--- config.mk ---
export PLATFORM = sky130hd
export DESIGN_NAME = inst_fetch
export DESIGN_NICKNAME = d
export VERILOG_FILES = /design/src/rtl/inst_fetch.sv
export SDC_FILE = /design/constraint.sdc
export NUM_CORES = 1
export LEC_CHECK = 0
export CELL_PAD_IN_SITES_DETAIL_PLACEMENT = 0
export CELL_PAD_IN_SITES_GLOBAL_PLACEMENT = 1
export CORE_AREA = 2 2 120 122
export DETAILED_ROUTE_END_ITERATION = 6
export DIE_AREA = 0 0 122 124
export HOLD_SLACK_MARGIN = 0.02
export PLACE_DENSITY = 0.83
export SLEW_MARGIN = 25
export SYNTH_ARGS = -nofsm -noshare
export SYNTH_HDL_FRONTEND = slang
export SYNTH_SLANG_ARGS = --single-unit
--- constraint.sdc ---
create_clock -name clk -period 9.1 [get_ports clk]
set_clock_uncertainty 0.1 [all_clocks]
set_input_delay 1.82 -clock clk [delete_from_list [all_inputs] [get_ports clk]]
set_output_delay 1.82 -clock clk [all_outputs]
set_load 0.03 [all_outputs]
--- src/rtl/inst_fetch.sv ---
// rtl/inst_fetch.sv - byte-serial instruction fetch unit assembling 32-bit little-endian words
//
// Purpose: reads one byte per acked request from a byte-wide memory port,
// assembles four bytes into an instruction word and presents it with its PC
// to the IF_ID stage until consumed. A jump redirect drops any partial or held
// instruction.
//
// Ports:
//   clk, rst        clock, asynchronous active-high reset
//   jump_i          redirect request (highest priority)
//   jump_addr_i     redirect target, bits [1:0] forced to zero
//   stall_i         IF_ID cannot accept the held instruction
//   mem_req_o       byte read request (only in FETCH)
//   mem_addr_o      byte address of the request, zero when idle
//   mem_ack_i       request accepted, mem_data_i valid this cycle
//   mem_data_i      read byte
//   pc_o, inst_o    address and word of the presented instruction
//   inst_valid_o    pc_o/inst_o are valid for IF_ID

module inst_fetch #(
  parameter logic [31:0] RESET_PC = 32'h00000000
) (
  input  logic        clk,
  input  logic        rst,
  input  logic        jump_i,
  input  logic [31:0] jump_addr_i,
  input  logic        stall_i,
  output logic        mem_req_o,
  output logic [31:0] mem_addr_o,
  input  logic        mem_ack_i,
  input  logic [7:0]  mem_data_i,
  output logic [31:0] pc_o,
  output logic [31:0] inst_o,
  output logic        inst_valid_o
);

  typedef enum logic {
    FETCH = 1'b0,
    VALID = 1'b1
  } state_t;

  state_t      state;
  logic [31:0] pc;
  logic [1:0]  byte_cnt;
  logic [23:0] inst_buf;

  // Target is always word aligned; the low bits only exist on the port.
  logic unused_jump_lsb;
  assign unused_jump_lsb = ^jump_addr_i[1:0];

  // Request is gated by rst so it drops the instant reset asserts and rises
  // in the very first cycle after release.
  assign mem_req_o  = (state == FETCH) && !rst;
  assign mem_addr_o = mem_req_o ? (pc + {30'b0, byte_cnt}) : 32'h0;

  always_ff @(posedge clk or posedge rst) begin
    if (rst) begin
      state        <= FETCH;
      pc           <= RESET_PC;
      byte_cnt     <= 2'd0;
      inst_buf     <= 24'h0;
      pc_o         <= 32'h0;
      inst_o       <= 32'h0;
      inst_valid_o <= 1'b0;
    end else if (jump_i) begin
      // Any byte acked this cycle and any held instruction belong to the
      // old path and are dropped.
      state        <= FETCH;
      pc           <= {jump_addr_i[31:2], 2'b00};
      byte_cnt     <= 2'd0;
      inst_valid_o <= 1'b0;
    end else begin
      case (state)
        FETCH: begin
          if (mem_ack_i) begin
            if (byte_cnt == 2'd3) begin
              inst_o       <= {mem_data_i, inst_buf};
              pc_o         <= pc;
              inst_valid_o <= 1'b1;
              pc           <= pc + 32'd4;
              byte_cnt     <= 2'd0;
              state        <= VALID;
            end else begin
              inst_buf[{byte_cnt, 3'b000} +: 8] <= mem_data_i;
              byte_cnt                          <= byte_cnt + 2'd1;
            end
          end
        end
        VALID: begin
          if (!stall_i) begin
            inst_valid_o <= 1'b0;
            state        <= FETCH;
          end
        end
        default: state <= FETCH;
      endcase
    end
  end

endmodule
==> flow_summary.json, run 1 <==
{
  "layout.nets": 701,
  "post_cts_resized": 0,
  "syn-cell-area_mm2": 0.00557,
  "drt-wirelength-per-cell_um": 17.0,
  "use_met2_pct": 30.0,
  "slew_headroom_pct": 34.0,
  "synth.ff_latch_count": 120,
  "power.density_mw_per_mm2": 208,
  "fin_tns_setup_ns": 0,
  "overflow": 0,
  "grt_use_met1_pct": 27.0,
  "ys_async_sr_fraction_pct": 100,
  "die_w_um": 122,
  "gp_congestion": 0.796,
  "max_cap_violations": 0,
  "rsz0062_at_grt": "false",
  "ys_types": 43,
  "cts.sinks": 120,
  "setup_violations": 0,
  "ys_warn_count": 0,
  "num_vias": 4375,
  "drtIter0Drc": 247,
  "register_area_mm2": 0.00300,
  "min_period_ns": 6.20,
  "timing.final.hold_violations": 0,
  "cts_hold_buf": 0,
  "multi_input_area_mm2": 0.00240,
  "synth_ff_type": "dfrtp_1",
  "endpoint_kind": "output port",
  "fp.dieH_um": 124,
  "clk_path_buf_depth": 2,
  "start_kind": "input pin",
  "cp.arrival_ns": 4.28,
  "fmax_mhz": 161,
  "fin_ws_ns": 2.90,
  "grt_max_degree": 93,
  "cts-root-buf": "clkbuf_16",
  "routed_via_density": 5.19,
  "fill_cells": 1209,
  "synth_seq_area_share_pct": 54.0,
  "grt_pass1_wl_um": 22800,
  "cts_setup_buffers": 0,
  "dr.pass1.iters": 4,
  "drcViolationCount": 0,
  "layout-area-overhead-vs-synth_pct": 38.0,
  "hold_class": "flop to flop",
  "die-area_mm2": 0.0151,
  "p_leak_nw": 3.21,
  "antenna_found_initial": 0,
  "grt_pass1_vias": 4253,
  "drive_gt1_share_pct": 15.7,
  "cts_made_buffers": 17,
  "critPathMaxFanout": 16,
  "rows": 43,
  "cts_tree": "built",
  "start_util_pct": 40.6,
  "ant_nets": 0,
  "status": "finished, final reports clean",
  "syn_area_per_cell_um2": 10.7,
  "diodes": 0,
  "crit_type": "input pin to output port",
  "hpwl_um": 9900,
  "worstSkewPairLatency_ns": 0.42,
  "ios": 143,
  "grt_util_met3_pct": 4.72,
  "worstPathRequired_ns": 7.18,
  "drt_wl_total_um": 14400,
  "drv_slew": 0,
  "preCtsSetupSlack_ns": 2.92,
  "synth_edf_count": 0,
  "htree_levels": 4,
  "fin_crit_sh_pct": 68.2,
  "ir_worst_vdd_uv": 135,
  "portBuffers": 138,
  "tightestPinTransition_ns": 0.984,
  "synthCells": 519,
  "clkTransAtPathRegs_ns": 0.05,
  "track_usage_pct": 19.8,
  "core-area_mm2": 0.0137,
  "grt.busiest_layer": "met2"
}
-- final timing paths --
path / startpoint / endpoint / slack [ns] / depth (start not counted)
max in group asynchronous: rst / pc_o[5] / 5.73 / 3
setup reg to reg: byte_cnt[0] / pc_o[30] / 6.07 / 5
setup / recovery: rst / mem_addr_o[6] / 2.90 / 5
hold / removal: inst_buf[17] / inst_buf[17] / 0.38 / 2
hold reg to reg: inst_buf[17] / inst_buf[17] / 0.38 / 2
min in group asynchronous: rst / pc[18] / 2.00 / 2
-- cell type report --
class / count / area share [%]
Sequential cell: 120 / 39.1
Multi-Input combinational cell: 358 / 31.3
Timing Repair Buffer: 142 / 18.4
Clock buffer: 21 / 6.12
Tap cell: 180 / 2.93
Clock inverter: 11 / 1.60
Inverter: 11 / 0.570
-- synth_stat cells (2+ instances only) --
cell type / count / share of area [%]
a21oi_1: 3 / 0.27
a221o_1: 3 / 0.54
a31oi_1: 15 / 1.7
and2_1: 25 / 2.8
and3_1: 2 / 0.22
and4_1: 4 / 0.63
buf_4: 2 / 0.27
clkbuf_1: 28 / 1.9
dfrtp_1: 120 / 54
ha_1: 6 / 1.3
inv_1: 10 / 0.67
mux2_2: 62 / 13
mux2i_1: 2 / 0.36
nand2_1: 74 / 5.0
nand3_1: 10 / 0.90
nand3b_1: 3 / 0.40
nand4_1: 11 / 1.2
nand4b_1: 2 / 0.31
nor2_1: 26 / 1.8
nor3_1: 11 / 0.99
nor3b_1: 3 / 0.40
nor4_1: 6 / 0.67
o21ai_0: 37 / 3.3
o31ai_1: 13 / 1.8
or3_1: 2 / 0.22
or4_1: 15 / 2.0
xnor2_1: 7 / 1.1
xor2_1: 2 / 0.31
-- critical path, cell delays in order --
cell,delay [ns]
clkdlybuf4s50_1,0.68
nor2_1,0.62
buf_4,0.32
and2_1,0.16
clkdlybuf4s50_1,0.67
-- report_power, final --
| part | switching (W) | internal, W | total [W] |
|---|---|---|---|
| Clock | 0.000240 | 0.000423 | 0.000663 |
| Combinational | 0.000168 | 0.000135 | 0.000303 |
| Sequential | 0.0000440 | 0.000587 | 0.000631 |
-- metrics by stage --
step	total power, W	std cells	hold slack, ns	area [um2]	util (%)
floorplan	0.000807	520	0.344	5570	-
global placement	0.000937	811	0.359	7080	51.6
detailed placement	0.000945	811	0.369	7090	51.7
CTS	0.00161	843	0.380	7680	56.0
global route	0.00166	843	0.409	7680	56.0
finish	0.00160	843	0.377	7680	56.0
-- sequential cells by signal (all words and copies together), names as in the netlist --
signal        flops
state             1
inst_o           32
pc_o             30
inst_buf         24
byte_cnt          2
inst_valid_o      1
pc               30
-- cells in the final DEF, fill, tap and decap left out, types with 4 or more instances in the layout --
cell type        instances
nand2_1                 74
nor4_1                   6
or4_1                   15
mux2_2                  62
nand3_1                 10
nor3_1                  11
dfrtp_1                120
o21ai_0                 37
xnor2_1                  7
nand4_1                 11
nor2_1                  25
ha_1                     6
clkinvlp_4               4
clkdlybuf4s50_1        138
and2_1                  25
clkbuf_16               17
o31ai_1                 13
a31oi_1                 15
inv_1                    9
and4_1                   4
-- cell families after synthesis --
family	count (synthesis)	share of synthesized area, %
other cells	1	0.0674
xor+xnor	9	1.42
fa+ha+maj	6	1.35
simple gates	202	18.9
buf+inv	42	3.10
mux	64	12.9
flops	120	54.0
compound gates	75	8.27
-- layer usage --
metal | vias up | part of all wire [%]
li1 | 2130 | -
met1 | 2122 | 47
met2 | 106 | 47
met3 | 17 | 4.4
met4 | 0 | 2.0
met5 | - | 0
Note: power is estimated with default switching activity, not from simulation.
==> run 2, diff against run 1 <==
Settings changed: CORE_AREA 2 2 120 122 to 2 2 131 133, DIE_AREA 0 0 122 124 to 0 0 133 135, PLACE_DENSITY 0.83 to 0.74.
Clock period 9.1 ns to 5.36 ns, I/O delays scaled along.
==> flow_summary.json, run 2 (synthesized netlist as in run 1, its figures left out) <==
{
  "dpl_cell_area_mm2": 0.00718,
  "layout.nets": 704,
  "p_leak_nw": 3.26,
  "critPathMaxFanout": 17,
  "ir_worst_vdd_uv": 218,
  "hpwl_um": 10600,
  "worstPathRequired_ns": 4.19,
  "cts_tree": "built",
  "core-area_mm2": 0.0164,
  "portBuffers": 138,
  "final_area_mm2": 0.00783,
  "drv_slew": 0,
  "fmax_mhz": 248,
  "rows": 47,
  "largest-register": "inst_o",
  "mostFrequentLayoutCell": "clkdlybuf4s50_1",
  "cp.arrival_ns": 2.86,
  "cts_made_buffers": 17,
  "timing.final.hold_violations": 0,
  "grt_pass1_vias": 4504,
  "power.density_mw_per_mm2": 359,
  "hold_class": "flop to flop",
  "cts_hold_buf": 0,
  "post_cts_resized": 0,
  "htree_levels": 4,
  "fin_tns_setup_ns": 0,
  "overflow": 0,
  "cts-root-buf": "clkbuf_16",
  "drtIter0Drc": 255,
  "gp_congestion": 0.748,
  "worstSkewPairLatency_ns": 0.41,
  "drt_wl_total_um": 14800,
  "antenna_found_initial": 0,
  "num_vias": 4423,
  "mostFrequentLayoutCells": "138 x clkdlybuf4s50_1, 120 x dfrtp_1, 74 x nand2_1",
  "setup_violations": 0,
  "status": "finished, final reports clean",
  "clkTransAtPathRegs_ns": 0.05,
  "crit_type": "input pin to output port",
  "grt_max_degree": 72,
  "drt-wirelength-per-cell_um": 16.8,
  "dr.pass1.iters": 4,
  "ant_nets": 0,
  "largest_register_ffs": 32,
  "slew_headroom_pct": 41.5,
  "die_w_um": 133,
  "clk_path_buf_depth": 2,
  "start_kind": "input pin",
  "max_cap_violations": 0,
  "cts.sinks": 120,
  "fp.dieH_um": 135,
  "rsz0062_at_grt": "false",
  "power_w": 0.00281,
  "tightestPinTransition_ns": 0.876,
  "endpoint_kind": "output port",
  "reg_top3": "inst_o x32, pc x30, pc_o x30",
  "start_util_pct": 33.9,
  "track_usage_pct": 17.2,
  "grt_pass1_wl_um": 24100,
  "cts_setup_buffers": 0,
  "layout-area-overhead-vs-synth_pct": 40.6,
  "die-area_mm2": 0.0180,
  "min_period_ns": 4.03,
  "fin_crit_sh_pct": 75.2,
  "routed_via_density": 4.99,
  "drive_gt1_share_pct": 16.1,
  "drcViolationCount": 0,
  "ios": 143
}
run 2: changes by cell type in the layout (fill, tap and decap cells not counted):
cell / delta
buf_6: -1
clkinv_4: -2
diode_2: +1
clkinvlp_4: -3
clkbuf_1: +1
buf_12: +2
nor3b_2: +2
nor3b_1: -2
clkbuf_8: +1
buf_4: +2
bufinv_16: +2
run 2: critical path, cell delays in order:
cell and delay (ns):
clkdlybuf4s50_1 0.40, buf_4 0.18, nor2_1 0.13, buf_4 0.24, and2_2 0.17, clkdlybuf4s50_1 0.66
run 2: layout make-up:
| cell class | instances | area (um2) |
|---|---|---|
| Antenna cell | 1 | 2.50 |
| Clock buffer | 23 | 488 |
| Clock inverter | 8 | 143 |
| Fill cell | 1497 | 8580 |
| Inverter | 11 | 43.8 |
| Multi-Input combinational cell | 358 | 2410 |
| Sequential cell | 120 | 3000 |
| Tap cell | 220 | 275 |
| Timing Repair Buffer | 145 | 1460 |
run 2: report_power, final:
| part | switching [W] | internal, W |
|---|---|---|
| registers | 0.0000762 | 0.000997 |
| clock network | 0.000394 | 0.000822 |
| logic | 0.000286 | 0.000232 |
run 2: through the flow:
stage | cells | hold slack, ns | util [%] | setup slack (ns)
6_report | 886 | 0.374 | 47.7 | 1.33
5_1_grt | 885 | 0.405 | 47.7 | 1.19
4_1_cts | 885 | 0.380 | 47.6 | 1.32
3_5_place_dp | 854 | 0.368 | 43.8 | 1.35
3_3_place_gp | 854 | 0.358 | 43.8 | 1.33
2_1_floorplan | 520 | 0.344 | - | 0.817
run 2: metal layers:
metal | track usage [%] | wire (um) | vias to the layer above
li1 | - | - | 2126
met1 | 22.3 | 6630 | 2155
met2 | 28.1 | 7170 | 125
met3 | 4.24 | 830 | 17
met4 | 6.09 | 216 | 0
met5 | 0 | 0 | -
run 2: path summary, 6_finish.rpt:
| kind | from | endpoint | slack, ns | depth (start not counted) |
|---|---|---|---|---|
| setup / recovery | rst | mem_addr_o[4] | 1.33 | 6 |
| setup reg to reg | byte_cnt[0] | inst_o[29] | 2.65 | 5 |
| min in group asynchronous | rst | pc_o[31] | 1.14 | 3 |
| hold / removal | inst_buf[9] | inst_buf[9] | 0.37 | 2 |
| max in group asynchronous | rst | inst_o[1] | 3.21 | 4 |
| hold reg to reg | inst_buf[9] | inst_buf[9] | 0.37 | 2 |
==> run 3, diff against run 2 <==
Settings changed: CORE_AREA 2 2 131 133 to 2 2 125 127, DIE_AREA 0 0 133 135 to 0 0 127 129, PLACE_DENSITY 0.74 to 0.77.
Clock period 5.36 ns to 3.9 ns, I/O delays scaled along.
==> flow_summary.json, run 3 (synthesized netlist as in run 1, its figures left out) <==
{
  "grt_pass1_vias": 4269,
  "drive_gt1_share_pct": 19.7,
  "hpwl_um": 10400,
  "p_sw_w": 0.00104,
  "reg2reg_slack_ns": 1.36,
  "dr.pass1.iters": 4,
  "rows": 45,
  "fin_crit_sh_pct": 87.2,
  "min-delay-start": "inst_buf[16]",
  "die-area_mm2": 0.0164,
  "min_period_ns": 3.40,
  "swShare_pct": 27.8,
  "reg2reg_to": "pc_o[16]",
  "drcViolationCount": 0,
  "worstSkewPairLatency_ns": 0.42,
  "cts.sinks": 120,
  "gp_congestion": 0.749,
  "htree_levels": 4,
  "overflow": 0,
  "fp.dieH_um": 129,
  "largest_register_ffs": 32,
  "setup_violations": 0,
  "routed_via_density": 5.22,
  "min_path_cells": 2,
  "drv_slew": 0,
  "r2r-start": "byte_cnt[0]",
  "p_leak_nw": 3.28,
  "fmax_mhz": 294,
  "max_cap_violations": 0,
  "clk_path_buf_depth": 2,
  "reg_top3": "inst_o x32, pc x30, pc_o x30",
  "mostFrequentLayoutCell": "dfrtp_1",
  "drt_wl_total_um": 14800,
  "cts_tree": "built",
  "largest-register": "inst_o",
  "combPwrFrac_pct": 18.9,
  "cts_setup_buffers": 0,
  "tightestPinTransition_ns": 0.930,
  "timing.final.hold_violations": 0,
  "track_usage_pct": 18.5,
  "grt_max_degree": 84,
  "drtIter0Drc": 260,
  "layout.nets": 705,
  "diodes": 0,
  "worstPathRequired_ns": 3.02,
  "start_kind": "input pin",
  "seq_power_share_pct": 39.4,
  "whs_ns": 0.376,
  "portBuffers": 138,
  "fill_cells": 1345,
  "critPathMaxFanout": 9,
  "status": "finished, final reports clean",
  "hold_class": "flop to flop",
  "post_cts_resized": 0,
  "die_w_um": 127,
  "cts-root-buf": "clkbuf_16",
  "ant_nets": 0,
  "layout-area-overhead-vs-synth_pct": 38.3,
  "start_util_pct": 37.2,
  "crit_type": "input pin to output port",
  "core-area_mm2": 0.0150,
  "reg2reg_depth": 5,
  "power_w": 0.00375,
  "fin_util_pct": 51.4,
  "slew_headroom_pct": 37.9,
  "antenna_found_initial": 0,
  "mostFrequentLayoutCells": "120 x dfrtp_1, 112 x clkdlybuf4s50_1, 74 x nand2_1",
  "intPower_w": 0.00271,
  "fin_tns_setup_ns": 0,
  "num_vias": 4452,
  "cp.arrival_ns": 2.52,
  "grt_pass1_wl_um": 23100,
  "rsz0062_at_grt": "false",
  "power.density_mw_per_mm2": 487,
  "ir_worst_vdd_uv": 283,
  "clkTransAtPathRegs_ns": 0.05,
  "ios": 143,
  "hold_end": "inst_buf[16]",
  "drt-wirelength-per-cell_um": 17.3,
  "p_clk_share_pct": 41.7,
  "cts_made_buffers": 17,
  "cts_hold_buf": 0,
  "endpoint_kind": "output port"
}
-- run 3: cell types whose count changed in the layout (fill, tap and decap cells not counted), moves of 2 or more --
cell,delta
clkinvlp_4,+2
nor3b_1,+2
buf_4,+25
clkdlybuf4s50_1,-26
clkbuf_8,-2
buf_12,+2
nor3b_2,-2
-- run 3: worst max-delay path by stage --
stage	from	end	slack [ns]
after floorplan	rst	mem_addr_o[20]	0.99
after global placement	rst	mem_addr_o[28]	0.53
after detailed placement	rst	mem_addr_o[1]	0.53
after CTS	rst	mem_addr_o[1]	0.52
after global routing	rst	mem_addr_o[1]	0.41
final	rst	mem_addr_o[28]	0.50
-- run 3: through the flow --
stage	setup slack [ns]	instance area (um2)	instances
2_1_floorplan	0.987	5570	520
3_3_place_gp	0.530	7110	823
3_5_place_dp	0.528	7110	823
4_1_cts	0.518	7700	853
5_1_grt	0.409	7700	853
6_report	0.499	7700	853
-- run 3: final cells by class --
class	count	area, um2	area share, %
Sequential cell	120	3000	39.0
Multi-Input combinational cell	358	2400	31.2
Timing Repair Buffer	146	1430	18.5
Clock buffer	21	460	5.98
Tap cell	188	235	3.06
Clock inverter	9	125	1.63
Inverter	11	45.0	0.585
-- run 3: layer usage --
| layer | track usage (%) | wire length (um) |
|---|---|---|
| met1 | 25.0 | 6710 |
| met2 | 28.5 | 7040 |
| met3 | 5.70 | 829 |
| met4 | 6.27 | 198 |
| met5 | 0 | 0 |
-- run 3: worst max-delay path, stage by stage --
cell             delay, ns
clkdlybuf4s50_1       0.72
nor3_1                0.26
clkdlybuf4s50_1       0.75
-- run 3: power by group through the flow --
stage               clock [W]  sequential [W]  combinational, W
floorplan                   0         0.00161          0.000271
global route          0.00166         0.00149          0.000757
global placement            0         0.00149          0.000704
detailed placement          0         0.00150          0.000713
CTS                   0.00160         0.00148          0.000716
finish                0.00156         0.00148          0.000708
